## config.mk

```make
export PLATFORM = sky130hd
export DESIGN_NAME = h_matrix_streamer_flat
export DESIGN_NICKNAME = d
export VERILOG_FILES = /design/src/rtl/h_matrix_streamer_if.sv /design/src/rtl/h_matrix_streamer.sv /design/src/flat_wrapper.sv
export SDC_FILE = /design/constraint.sdc
export NUM_CORES = 1
export LEC_CHECK = 0
export ABC_CLOCK_PERIOD_IN_PS = 4350
export CELL_PAD_IN_SITES_DETAIL_PLACEMENT = 0
export CELL_PAD_IN_SITES_GLOBAL_PLACEMENT = 1
export CORE_AREA = 5 5 271 273
export CTS_CLUSTER_SIZE = 24
export DETAILED_ROUTE_END_ITERATION = 6
export DIE_AREA = 0 0 276 278
export PLACE_DENSITY_LB_ADDON = 0.1
export SLEW_MARGIN = 25
export SYNTH_ARGS = -nofsm -noshare
export SYNTH_HDL_FRONTEND = slang
export SYNTH_SLANG_ARGS = --single-unit
```

## constraint.sdc

```tcl
create_clock -name clk -period 4.35 [get_ports clk]
set_clock_uncertainty 0.05 [all_clocks]
set_input_delay 1.305 -clock clk [delete_from_list [all_inputs] [get_ports clk]]
set_output_delay 1.305 -clock clk [all_outputs]
set_load 0.005 [all_outputs]
```

## src/rtl/h_matrix_streamer_if.sv

```systemverilog
// Load and multiplier-facing buses of h_matrix_streamer.
// master: the streamer; slave: the loader / matrix_multiplier side.
interface h_matrix_streamer_if #(
  parameter int N = 16
) ();
  logic         ld_valid;
  logic         ld_ready;
  logic [N-1:0] ld_r;
  logic [N-1:0] ld_i;
  logic         ld_clear;
  logic         mm_start;
  logic [3:0]   mm_q_index;
  logic         mm_H_valid;
  logic [N-1:0] mm_H_r;
  logic [N-1:0] mm_H_i;
  logic         mm_hq_valid;

  modport master (
    input  ld_valid, ld_r, ld_i, ld_clear, mm_hq_valid,
    output ld_ready, mm_start, mm_q_index, mm_H_valid, mm_H_r, mm_H_i
  );

  modport slave (
    output ld_valid, ld_r, ld_i, ld_clear, mm_hq_valid,
    input  ld_ready, mm_start, mm_q_index, mm_H_valid, mm_H_r, mm_H_i
  );
endinterface

```

## src/rtl/h_matrix_streamer.sv

```systemverilog
// Buffers one column-major H matrix and replays it row-major once per q_index.
// Optional macro HQ_TIMEOUT_EN adds a WAIT_HQ watchdog and the timeout_err output.
//
// state     | meaning
// S_IDLE    | loading / waiting for run_start
// S_START   | 1-cycle mm_start, Hq count cleared
// S_STREAM  | ROWS*COLS row-major H beats
// S_WAIT_HQ | waiting for ROWS*2 Hq beats of the pass
// S_GAP     | GAP_CYCLES idle cycles before the next pass
// S_DONE    | 1-cycle done pulse
module h_matrix_streamer #(
  parameter int N          = 16,
  parameter int ROWS       = 4,
  parameter int COLS       = 4,
  parameter int GAP_CYCLES = 2
`ifdef HQ_TIMEOUT_EN
  ,
  parameter int TIMEOUT    = 256
`endif
) (
  input  logic                clk,
  input  logic                rst_n,
  h_matrix_streamer_if.master bus,
  input  logic                run_start,
  input  logic [3:0]          q_first,
  input  logic [3:0]          q_last,
  output logic                h_loaded,
  output logic                busy,
  output logic                done,
  output logic [3:0]          cur_q,
  output logic                err_nobuf,
  output logic                hq_overrun
`ifdef HQ_TIMEOUT_EN
  ,
  output logic                timeout_err
`endif
);
  localparam int NB       = ROWS * COLS;
  localparam int AW       = (NB > 1) ? $clog2(NB) : 1;
  localparam int RW       = (ROWS > 1) ? $clog2(ROWS) : 1;
  localparam int CW       = (COLS > 1) ? $clog2(COLS) : 1;
  localparam int HQ_BEATS = ROWS * 2;
  localparam int HW       = $clog2(HQ_BEATS + 1);
  localparam int GW       = $clog2(GAP_CYCLES + 1);
`ifdef HQ_TIMEOUT_EN
  localparam int TW       = $clog2(TIMEOUT + 1);
`endif

  typedef enum logic [2:0] {
    S_IDLE, S_START, S_STREAM, S_WAIT_HQ, S_GAP, S_DONE
  } state_t;

  state_t        state_q, state_d;
  logic [N-1:0]  h_r [NB];
  logic [N-1:0]  h_i [NB];
  logic [RW-1:0] wr_row;
  logic [CW-1:0] wr_col;
  logic [AW-1:0] wr_addr;
  logic [AW-1:0] rd_ptr;
  logic [3:0]    q_end;
  logic [HW-1:0] hq_cnt;
  logic [GW-1:0] gap_cnt;
  logic          ld_fire, rd_last, hq_full, last_pass, start_ok;
`ifdef HQ_TIMEOUT_EN
  logic [TW-1:0] tmo_cnt;
  logic          tmo_hit;
  assign tmo_hit = (tmo_cnt == '0);
`endif

  assign bus.ld_ready = (state_q == S_IDLE) && !h_loaded && !bus.ld_clear;
  assign ld_fire      = bus.ld_valid && bus.ld_ready;
  // storage is row-major so the replay is a plain incrementing read
  assign wr_addr      = AW'(int'(wr_row) * COLS + int'(wr_col));
  assign rd_last      = (rd_ptr == AW'(NB - 1));
  assign hq_full      = (hq_cnt == HW'(HQ_BEATS));
  assign last_pass    = (cur_q == q_end);
  assign start_ok     = (state_q == S_IDLE) && run_start && h_loaded;

  assign busy           = (state_q != S_IDLE);
  assign done           = (state_q == S_DONE);
  assign bus.mm_start   = (state_q == S_START);
  assign bus.mm_q_index = cur_q;
  assign bus.mm_H_valid = (state_q == S_STREAM);
  assign bus.mm_H_r     = bus.mm_H_valid ? h_r[rd_ptr] : '0;
  assign bus.mm_H_i     = bus.mm_H_valid ? h_i[rd_ptr] : '0;

  always_ff @(posedge clk) begin
    if (ld_fire) begin
      h_r[wr_addr] <= bus.ld_r;
      h_i[wr_addr] <= bus.ld_i;
    end
  end

  always_ff @(posedge clk) begin
    if (!rst_n) state_q <= S_IDLE;
    else        state_q <= state_d;
  end

  always_comb begin
    state_d = state_q;
    case (state_q)
      S_IDLE:    if (start_ok) state_d = S_START;
      S_START:   state_d = S_STREAM;
      S_STREAM:  if (rd_last) state_d = S_WAIT_HQ;
      S_WAIT_HQ: begin
        if (hq_full) state_d = last_pass ? S_DONE : S_GAP;
`ifdef HQ_TIMEOUT_EN
        else if (tmo_hit) state_d = S_IDLE;
`endif
      end
      S_GAP:     if (gap_cnt == '0) state_d = S_START;
      S_DONE:    state_d = S_IDLE;
      default:   state_d = S_IDLE;
    endcase
  end

  always_ff @(posedge clk) begin
    if (!rst_n) begin
      h_loaded   <= 1'b0;
      wr_row     <= '0;
      wr_col     <= '0;
      rd_ptr     <= '0;
      cur_q      <= '0;
      q_end      <= '0;
      hq_cnt     <= '0;
      gap_cnt    <= '0;
      err_nobuf  <= 1'b0;
      hq_overrun <= 1'b0;
    end else begin
      err_nobuf <= (state_q == S_IDLE) && run_start && !h_loaded;
      if (state_q == S_IDLE) begin
        if (bus.ld_clear) begin
          h_loaded <= 1'b0;
          wr_row   <= '0;
          wr_col   <= '0;
        end else if (ld_fire) begin
          if (wr_row == RW'(ROWS - 1)) begin
            wr_row <= '0;
            if (wr_col == CW'(COLS - 1)) begin
              wr_col   <= '0;
              h_loaded <= 1'b1;
            end else begin
              wr_col <= wr_col + CW'(1);
            end
          end else begin
            wr_row <= wr_row + RW'(1);
          end
        end
      end
      if (start_ok) begin
        cur_q <= q_first;
        q_end <= q_last;
      end else if (state_q == S_WAIT_HQ && hq_full && !last_pass) begin
        cur_q <= cur_q + 4'd1;
      end
      if (state_q == S_START)       rd_ptr <= '0;
      else if (state_q == S_STREAM) rd_ptr <= rd_ptr + AW'(1);
      if (state_d == S_GAP && state_q != S_GAP) gap_cnt <= GW'(GAP_CYCLES - 1);
      else if (state_q == S_GAP)                gap_cnt <= gap_cnt - GW'(1);
      // a beat in the START cycle is the first of the new pass
      if (state_q == S_START) begin
        hq_cnt <= bus.mm_hq_valid ? HW'(1) : '0;
      end else if (state_q != S_IDLE && bus.mm_hq_valid) begin
        if (hq_full) hq_overrun <= 1'b1;
        else         hq_cnt     <= hq_cnt + HW'(1);
      end
    end
  end

`ifdef HQ_TIMEOUT_EN
  always_ff @(posedge clk) begin
    if (!rst_n) begin
      tmo_cnt     <= '0;
      timeout_err <= 1'b0;
    end else begin
      if (state_d == S_WAIT_HQ && state_q != S_WAIT_HQ) tmo_cnt <= TW'(TIMEOUT - 1);
      else if (state_q == S_WAIT_HQ && !tmo_hit)        tmo_cnt <= tmo_cnt - TW'(1);
      if (state_q == S_WAIT_HQ && !hq_full && tmo_hit) timeout_err <= 1'b1;
    end
  end
`endif
endmodule
```

## src/flat_wrapper.sv

```systemverilog
// flat-port wrapper written by rule: the top's interface ports become plain ports
module h_matrix_streamer_flat 
#(
  parameter int N          = 16,
  parameter int ROWS       = 4,
  parameter int COLS       = 4,
  parameter int GAP_CYCLES = 2

)
  (clk, rst_n, run_start, q_first, q_last, h_loaded, busy, done, cur_q, err_nobuf, hq_overrun, bus_ld_valid, bus_ld_r, bus_ld_i, bus_ld_clear, bus_mm_hq_valid, bus_ld_ready, bus_mm_start, bus_mm_q_index, bus_mm_H_valid, bus_mm_H_r, bus_mm_H_i);
  h_matrix_streamer_if #(.N(N)) bus_i ();
  input  logic clk;
  input  logic rst_n;
  input  logic run_start;
  input  logic [3:0] q_first;
  input  logic [3:0] q_last;
  output logic h_loaded;
  output logic busy;
  output logic done;
  output logic [3:0] cur_q;
  output logic err_nobuf;
  output logic hq_overrun;
  input wire logic [$bits(bus_i.ld_valid)-1:0] bus_ld_valid;
  input wire logic [$bits(bus_i.ld_r)-1:0] bus_ld_r;
  input wire logic [$bits(bus_i.ld_i)-1:0] bus_ld_i;
  input wire logic [$bits(bus_i.ld_clear)-1:0] bus_ld_clear;
  input wire logic [$bits(bus_i.mm_hq_valid)-1:0] bus_mm_hq_valid;
  output wire logic [$bits(bus_i.ld_ready)-1:0] bus_ld_ready;
  output wire logic [$bits(bus_i.mm_start)-1:0] bus_mm_start;
  output wire logic [$bits(bus_i.mm_q_index)-1:0] bus_mm_q_index;
  output wire logic [$bits(bus_i.mm_H_valid)-1:0] bus_mm_H_valid;
  output wire logic [$bits(bus_i.mm_H_r)-1:0] bus_mm_H_r;
  output wire logic [$bits(bus_i.mm_H_i)-1:0] bus_mm_H_i;
  assign bus_i.ld_valid = bus_ld_valid;
  assign bus_i.ld_r = bus_ld_r;
  assign bus_i.ld_i = bus_ld_i;
  assign bus_i.ld_clear = bus_ld_clear;
  assign bus_i.mm_hq_valid = bus_mm_hq_valid;
  assign bus_ld_ready = bus_i.ld_ready;
  assign bus_mm_start = bus_i.mm_start;
  assign bus_mm_q_index = bus_i.mm_q_index;
  assign bus_mm_H_valid = bus_i.mm_H_valid;
  assign bus_mm_H_r = bus_i.mm_H_r;
  assign bus_mm_H_i = bus_i.mm_H_i;
  h_matrix_streamer #(.N(N), .ROWS(ROWS), .COLS(COLS), .GAP_CYCLES(GAP_CYCLES)) u_core (.clk(clk), .rst_n(rst_n), .bus(bus_i), .run_start(run_start), .q_first(q_first), .q_last(q_last), .h_loaded(h_loaded), .busy(busy), .done(done), .cur_q(cur_q), .err_nobuf(err_nobuf), .hq_overrun(hq_overrun));
endmodule
```

== Word-level counts from Yosys, hierarchy flattened ==
Memories as Yosys holds them, arrays and structs flattened. A register that Yosys moved wholly into a read port is not among the register bits.
Index checks and enable logic that the tools add are counted.
Storage, ports and cells
  register bits after elaboration: 28
  latch bits: 0
  memory bits (writable): 512
  memory bits (read-only): 0
  input port bits: 46
  memories: 2
Cells by class
  add/subtract/negate cells: 7
  multipliers: 0
  div/mod/pow operators: 0
  $lt $le $gt $ge: 0
  equal/unequal tests: 13
  shift operators: 0
  multiplexer cells: 33
  bitwise operators: 2
  reduce and logical (&&, ||, !) cells: 29
Memories
  u_core.h_i: words 16, bits a word 16, rd ports 1, clocked after memory_dff 1, write ports 1, RTL line h_matrix_streamer.sv:55  | logic [N-1:0] h_i [NB];
  u_core.h_r: words 16, bits a word 16, rd ports 1, clocked after memory_dff 1, write ports 1, RTL line h_matrix_streamer.sv:54  | logic [N-1:0] h_r [NB];
Operators by type and width (count)
  4-bit 2-to-1 mux: 9
  16-bit 2-to-1 mux: 2
  3-bit one-hot mux with 5 select lines: 1
  2-bit 2-to-1 mux: 7
  4-bit by 1-bit adder with 4-bit output, second input constant: 3
  3-bit 2-to-1 mux: 4
  2-bit nonzero test: 6
  1-bit logical AND: 10
  1-bit 2-to-1 mux: 10
  3-bit equality test, second input constant: 3
  4-bit equality test, second input constant: 2
  3-bit by 2-bit equality test with 1-bit output, second input constant: 2
  3-bit AND reduction: 2
  2-bit by 1-bit adder with 2-bit output, second input constant: 2
  4-bit by 2-bit adder with 4-bit output: 1
  2-bit equality test, second input constant: 2
  4-bit equality test: 1
  2-bit AND reduction: 2
  4-bit AND reduction: 1
  2-bit OR reduction: 2
  3-bit by 1-bit equality test with 1-bit output, second input constant: 1
  1-bit zero test: 3
  3-bit zero test: 1
  3-bit inequality test, second input constant: 1
  other kinds (5): 6

== Longest topological paths before layout ==
Gate-level depths: netlist of the first run.
  depth in word-level cells: 8
  gate-level depth with buffers: 7
  depth with buffers taken out: 6

== Least setup slack after synthesis of the first run ==
No wires, ideal clock.
  path type: input-to-reg
  from: in bus_ld_clear
  to: mem u_core.h_i[13][0], enable pin
  library setup time: 0.392 ns
  data arrival time: 2.911 ns
  required time: 3.908 ns
  setup slack: 0.997 ns
  cell stages on the path: 5
  cells stage by stage: nor4b_1 -> and2_1 -> buf_2 -> buf_2 -> and3_1
On the way
  word-level cells in the longest chain between the ends: 5
RTL lines
  start: declaration: RTL line flat_wrapper.sv:26  | input wire logic [$bits(bus_i.ld_clear)-1:0] bus_ld_clear;
  1-bit zero test: RTL line h_matrix_streamer.sv:70  | assign bus.ld_ready = (state_q == S_IDLE) && !h_loaded && !bus.ld_clear;
  1-bit logical AND: RTL line h_matrix_streamer.sv:70
  1-bit logical AND: RTL line h_matrix_streamer.sv:71  | assign ld_fire = bus.ld_valid && bus.ld_ready;
  1-bit 2-to-1 mux: RTL line h_matrix_streamer.sv:88  | if (ld_fire) begin
  1-bit 2-to-1 mux (not written as such): RTL line h_matrix_streamer.sv:90  | h_i[wr_addr] <= bus.ld_i;
  end: declaration: RTL line h_matrix_streamer.sv:55
No other way between the ends.

==> qor.yml, run 1 <==
place:
  portBuffers: 93
  dp_hpwl_mm: 28.8
  place_congestion: 0.673
floorplanning:
  floorplan.initialDensity: 0.297
  die_x_um: 276
  core_area_um2: 70900
  dieArea_um2: 76700
  die_h_um: 278
  io_pins: 94
  rows: 98
power:
  peakVddDrop_v: 0.000280
  p_leak_nw: 7.76
  total_power_mw: 10.8
  power.density_nw_per_um2: 423
layout:
  nets: 1203
  antenna_cells: 0
  drive_gt1_frac: 0.246
  area_delta_synth_final_pct: 21.7
  fillCellCount: 6656
drt:
  viasPerCell: 4.65
  wl_per_cell_um: 24.0
  ant_nets: 0
  vias: 9979
  drc_errors: 0
  drtPass1Iterations: 4
  drtIter0Drc: 555
  finalWirelength_mm: 51.4
timing:
  setup_viol: 0
  tightestPinTransition_ps: 679
  slew_headroom: 0.546
  finalCritPeriodShare: 0.967
  period_minus_slack_ps: 4210
  fmax_mhz: 238
  hold_viol_final: 0
  rsz0062_at_grt: "false"
  fin_tns_setup_ps: 0
  drv_slew: 0
clock_network:
  cts_buffers: 61
  cts_hold_buf: 0
  tritoncts: "yes"
  cts_max_level: 2
  clockRootBuffer: "clkbuf_16"
  clk_path_buf_depth: 3
  clkLatencyLatePin_ps: 620
  cts.sinks: 544
  clkTransAtPathRegs_ps: 60
logic_synthesis:
  ys_seq_area_frac: 0.761
  avgSynthCellArea_um2: 21.4
  netlist_area_um2: 21100
  synth_cells: 985
  synth-main-ff-cell: "edfxtp_1"
  yosys.cell_types.count: 43
  syn_nets: 1044
  synth_edf_count: 512
  yosys_warnings: 0
  ys_seq_elements: 544
  postSynth.asyncResetShare: 0
grt:
  grt_start_max_net_pins: 33
  grt-busiest-layer: "met2"
  grt_util_met1: 0.184
  grtUsageMet2: 0.216
  antenna_found_initial: 3
  grtUsageMet3: 0.0284
  grt_pass1_wl_mm: 75.8
  grt_pass1_vias: 11000
  track_usage: 0.133
  grt.overflow.total: 0
worst_setup_path:
  path_class: "flop to primary output"
  critPathCaptureType: "primary output"
  path_max_fanout: 17
  rr_worst_depth: 5
  worst_ep_arrival_time_ps: 2850
  startpoint_type: "flop"
  required_ps: 2990
hold_path:
  min_path_cells: 2
  hp-class: "flop to flop"
flow_run:
  maxCapViolCount: 0
status:
  status: "completed"
==> synth_stat cells (all sizes together) (2+ instances only) <==
library cell,number,share of area
inv,12,0.0021
or3,4,0.0012
buf,35,0.0095
mux4,128,0.14
o21ai,8,0.0019
mux2i,66,0.031
nand2b,3,0.00089
o22ai,32,0.0095
nor4b,2,0.0011
a21oi,12,0.0029
nand2,24,0.0043
nand3b,2,0.0019
or4,3,0.0011
ha,13,0.0077
and3,18,0.0053
clkbuf,21,0.0037
a31oi,6,0.0018
edfxtp,512,0.73
o31ai,2,0.00071
nand4,5,0.0015
and2,2,0.00059
dfxtp,32,0.030
nor2,15,0.0027
nor3,3,0.00071
or2,2,0.00059
xnor2,6,0.0025
nand3,3,0.00071
xor2,4,0.0017
nor3b,3,0.0016
==> metal layers <==
layer	wire length, µm	up-vias
met5	41	-
met4	1060	6
met3	2330	85
met2	24400	193
met1	23600	5266
li1	-	4429
==> where the power goes <==
group	total (mW)	internal, mW	switching (mW)
Clock	4.89	2.84	2.05
Sequential	5.76	5.75	0.00660
Combinational	0.188	0.0705	0.117
Total	10.8	8.66	2.17
==> cell usage in the layout, fill, tap and decap left out, drive strengths merged, types with 3 or more instances in the layout <==
cell             n
o21ai            8
o22ai           32
nand2           24
nor3             3
or4              3
and3            18
nand2b           3
clkdlybuf4s50   93
inv             13
nor3b            3
clkinv          21
buf             57
xor2             4
xnor2            6
or3              4
nand3            3
clkbuf          91
nand4            5
mux4           128
ha              13
edfxtp         512
bufinv           3
dfxtp           32
mux2i           66
a21oi           12
a31oi            6
nor2            15
==> flip-flops by register name (all words and copies together), names as in the netlist, 2 cells and up, named ones only <==
signal and cells:
u_core.state_q 3, u_core.hq_cnt 4, u_core.wr_row 2, u_core.gap_cnt 2
u_core.h_r 256, u_core.rd_ptr 4, u_core.wr_col 2, u_core.q_end 4
u_core.h_i 256, u_core.bus.mm_q_index 4
==> worst max-delay path: stages, from the launching register on <==
cell and delay, ps:
dfxtp_4 390, buf_4 170, buf_16 190, mux4_2 510, mux2i_1 330, o22ai_1 160, clkdlybuf4s50_1 470
==> worst paths after layout <==
kind,startpoint,endpoint,slack (ps)
setup / recovery,flop,bus_mm_H_r[15],140
hold / removal,u_core.q_end[0],u_core.q_end[0],420
setup reg to reg,u_core.state_q[0],u_core.h_i[6][10],1790
hold reg to reg,u_core.q_end[0],u_core.q_end[0],420
==> through the flow <==
step                      std cells  cell area (µm²)  utilization  hold slack, ps  setup WS [ps]
after detailed placement       2024            23600        0.333             412            361
after CTS                      2146            25600        0.361             430           6.46
final                          2147            25600        0.361             425            143
after global placement         2024            23600        0.333             411            349
after floorplan                 985            21100            -             399            997
after global routing           2147            25600        0.361             440           15.4
==> layout make-up <==
class                      count  area, µm²  area share
multi-input combinational    373       4750       0.185
clock buffer                  90       1680      0.0655
inverter                      12       45.0     0.00176
timing repair buffer         152       1700      0.0664
clock inverter                26        228     0.00889
tap                          950       1190      0.0464
sequential                   544      16000       0.626
==> timing repair <==
action / CTS / global route
gates cloned: 1 / 1
gates resized for setup: 1 / 6
endpoints found under the setup margin: 10 / 6
pin swaps: 0 / 0
setup buffers: 5 / 0
==> cell families (layout without fill, tap and decap cells) <==
kind of cell,count (synthesis),after routing,synth area share
AO/OA/AOI/OAI,63,63,0.0179
XOR/XNOR,10,10,0.00416
adder cells (fa/ha/maj),13,13,0.00773
buffers and inverters,68,280,0.0154
flip-flops,544,544,0.761
multiplexers,194,194,0.168
AND/OR/NAND/NOR,93,93,0.0258
Power figures use the tool's default switching activity.
==> inputs of run 2 (changes only) <==
Settings changed: CORE_AREA 5 5 271 273 to 2 2 268 270, DIE_AREA 0 0 276 278 to 0 0 270 272, SETUP_SLACK_MARGIN set to 0.05, SLEW_MARGIN 25 to 15.
==> run 2 against run 1 <==
Effect of this change:
- via count rose by 0.87%
- setup slack better by 36 ps
- critical path depth is 1 lower
- design area is 0.40% lower
- die area decreased by 4.3%
- core utilization is 0.082 points lower
- sequential power is essentially flat
- flip-flop and latch count unchanged
==> qor.yml, run 2 (synthesized netlist as in run 1, its figures left out) <==
drt:
  drc_errors: 0  # unchanged
  wl_per_cell_um: 24.2  # +0.93%
  ant_nets: 0  # unchanged
  drtPass1Iterations: 5  # +1
  finalWirelength_mm: 51.4  # about the same
  viasPerCell: 4.73  # +1.8%
  drtIter0Drc: 642  # +16%
  vias: 10100  # +0.87%
flow_run:
  maxCapViolCount: 0  # unchanged
worst_setup_path:
  worstSetupStartpoint: "u_core.state_q[1]"
  slowest_delay_ps: 630  # +120 ps
  required_ps: 2990  # about the same
  path_max_fanout: 32  # +15
  r2r_start: "u_core.state_q[0]"
  path_cells: "nor3b_4 -> nand2b_2 -> buf_12 -> o22ai_1 -> clkdlybuf4s50_1"
  startpoint_type: "flop"
  cpMaxStageDelayCell: "clkdlybuf4s50_1"
  worst_ep_arrival_time_ps: 2820  # -30 ps
  path_class: "flop to primary output"
  critPathCaptureType: "primary output"
grt:
  antenna_found_initial: 1  # -2
  grt_pass1_wl_mm: 75.3  # -0.72%
  grt.overflow.total: 0  # unchanged
  track_usage: 0.140  # +0.00767
  grt_start_max_net_pins: 60  # +82%
  grt_pass1_vias: 10700  # -2.2%
timing:
  drv_slew: 0  # unchanged
  rsz0062_at_grt: "true"
  period_minus_slack_ps: 4170  # -36.0 ps
  hold_ws_ps: 424  # -0.810 ps
  finalCritPeriodShare: 0.959  # -0.00827
  slew_headroom: 0.589  # +0.0429
  fin_tns_setup_ps: 0  # unchanged
  tightestPinTransition_ps: 614  # -64.1 ps
  fmax_mhz: 240  # +0.86%
  setup_viol: 0  # unchanged
  hold_viol_final: 0  # unchanged
status:
  status: "completed"
clock_network:
  clkTransAtPathRegs_ps: 60  # about the same
  cts_buffers: 61  # unchanged
  cts_hold_buf: 0  # unchanged
  clk_path_buf_depth: 3  # unchanged
  clkLatencyLatePin_ps: 610  # about the same
  cts.sinks: 544  # unchanged
  tritoncts: "yes"
  cts_max_level: 2  # unchanged
  clockRootBuffer: "clkbuf_16"
power:
  p_leak_nw: 7.70  # -0.83%
  power.density_nw_per_um2: 428  # +1.1%
  peakVddDrop_v: 0.000292  # +4.2%
  total_power_mw: 10.9  # +0.71%
place:
  portBuffers: 93  # unchanged
  place_congestion: 0.681  # +1.2%
  dp_hpwl_mm: 27.5  # -4.5%
layout:
  drive_gt1_frac: 0.239  # -0.00623
  final_cell_mix: "edfxtp_1, mux4_2, clkdlybuf4s50_1"
  antenna_cells: 0  # unchanged
  area_delta_synth_final_pct: 21.2
  nets: 1187  # -1.3%
  layout_commonest_cell: "edfxtp_1"
  reg.largest.list: "u_core.h_i (256), u_core.h_r (256)"
floorplanning:
  core_area_um2: 70800  # -0.17%
  rows: 98  # unchanged
  io_pins: 94  # unchanged
  dieArea_um2: 73400  # -4.3%
  die_x_um: 270  # -2.2%
  floorplan.initialDensity: 0.298  # +0.000515
  die_h_um: 272  # -2.2%
hold_path:
  hp-class: "flop to flop"
  hold_start: "u_core.q_end[3]"
[run 2: cell types whose count changed in the layout (fill, tap and decap cells not counted), sizes merged]
cell	delta
clkinv	+5
bufinv	+2
clkinvlp	+1
clkbuf	-12
bufbuf	-1
buf	-14
[run 2: timing repair]
action | CTS | global route
setup buffers | 1 | 0
setup endpoints to repair | 9 | 5
resized for setup | 1 | 0
[run 2: report_power, final]
part / switching [mW] / internal, mW
clock network: 2.04 / 2.93
logic: 0.115 / 0.0701
registers: 0.00663 / 5.75
[run 2: critical path: cells and delay by family (launching register included)]
family	cells	cell delay (ps)
flip-flops	1	540
buffers and inverters	2	850
AND/OR/NAND/NOR	2	450
AO/OA/AOI/OAI	1	340
[run 2: layout make-up]
class                   instances  area (µm²)
clock buffers                  79        1640
clock inverters                34         292
fillers                      6566       45200
inverters                      12        45.0
multi-input cells             373        4740
flip-flops and latches        544       16000
well taps                     950        1190
repair buffers                136        1590
[run 2: per-stage QoR]
stage	std cells	worst slack (ps)	area (µm²)	utilization
2_1_floorplan	985	997	21100	-
3_3_place_gp	2014	417	23600	0.333
3_5_place_dp	2014	384	23600	0.333
4_1_cts	2128	69.9	25500	0.361
5_1_grt	2128	14.8	25500	0.361
6_report	2128	179	25500	0.361
[run 2: path summary, 6_finish.rpt]
kind | cells past startpoint | slack, ps | end
max reg2reg | 5 | 1880 | u_core.h_r[4][4]
min | 2 | 420 | u_core.q_end[3]
max | 5 | 180 | bus_mm_H_i[2]
min reg2reg | 2 | 420 | u_core.q_end[3]
[run 2: routing by layer]
layer	track usage	vias up	part of all wire
li1	-	4397	-
met1	0.194	5415	0.46
met2	0.226	175	0.47
met3	0.0280	77	0.042
met4	0.0361	2	0.022
met5	0	-	0.00025
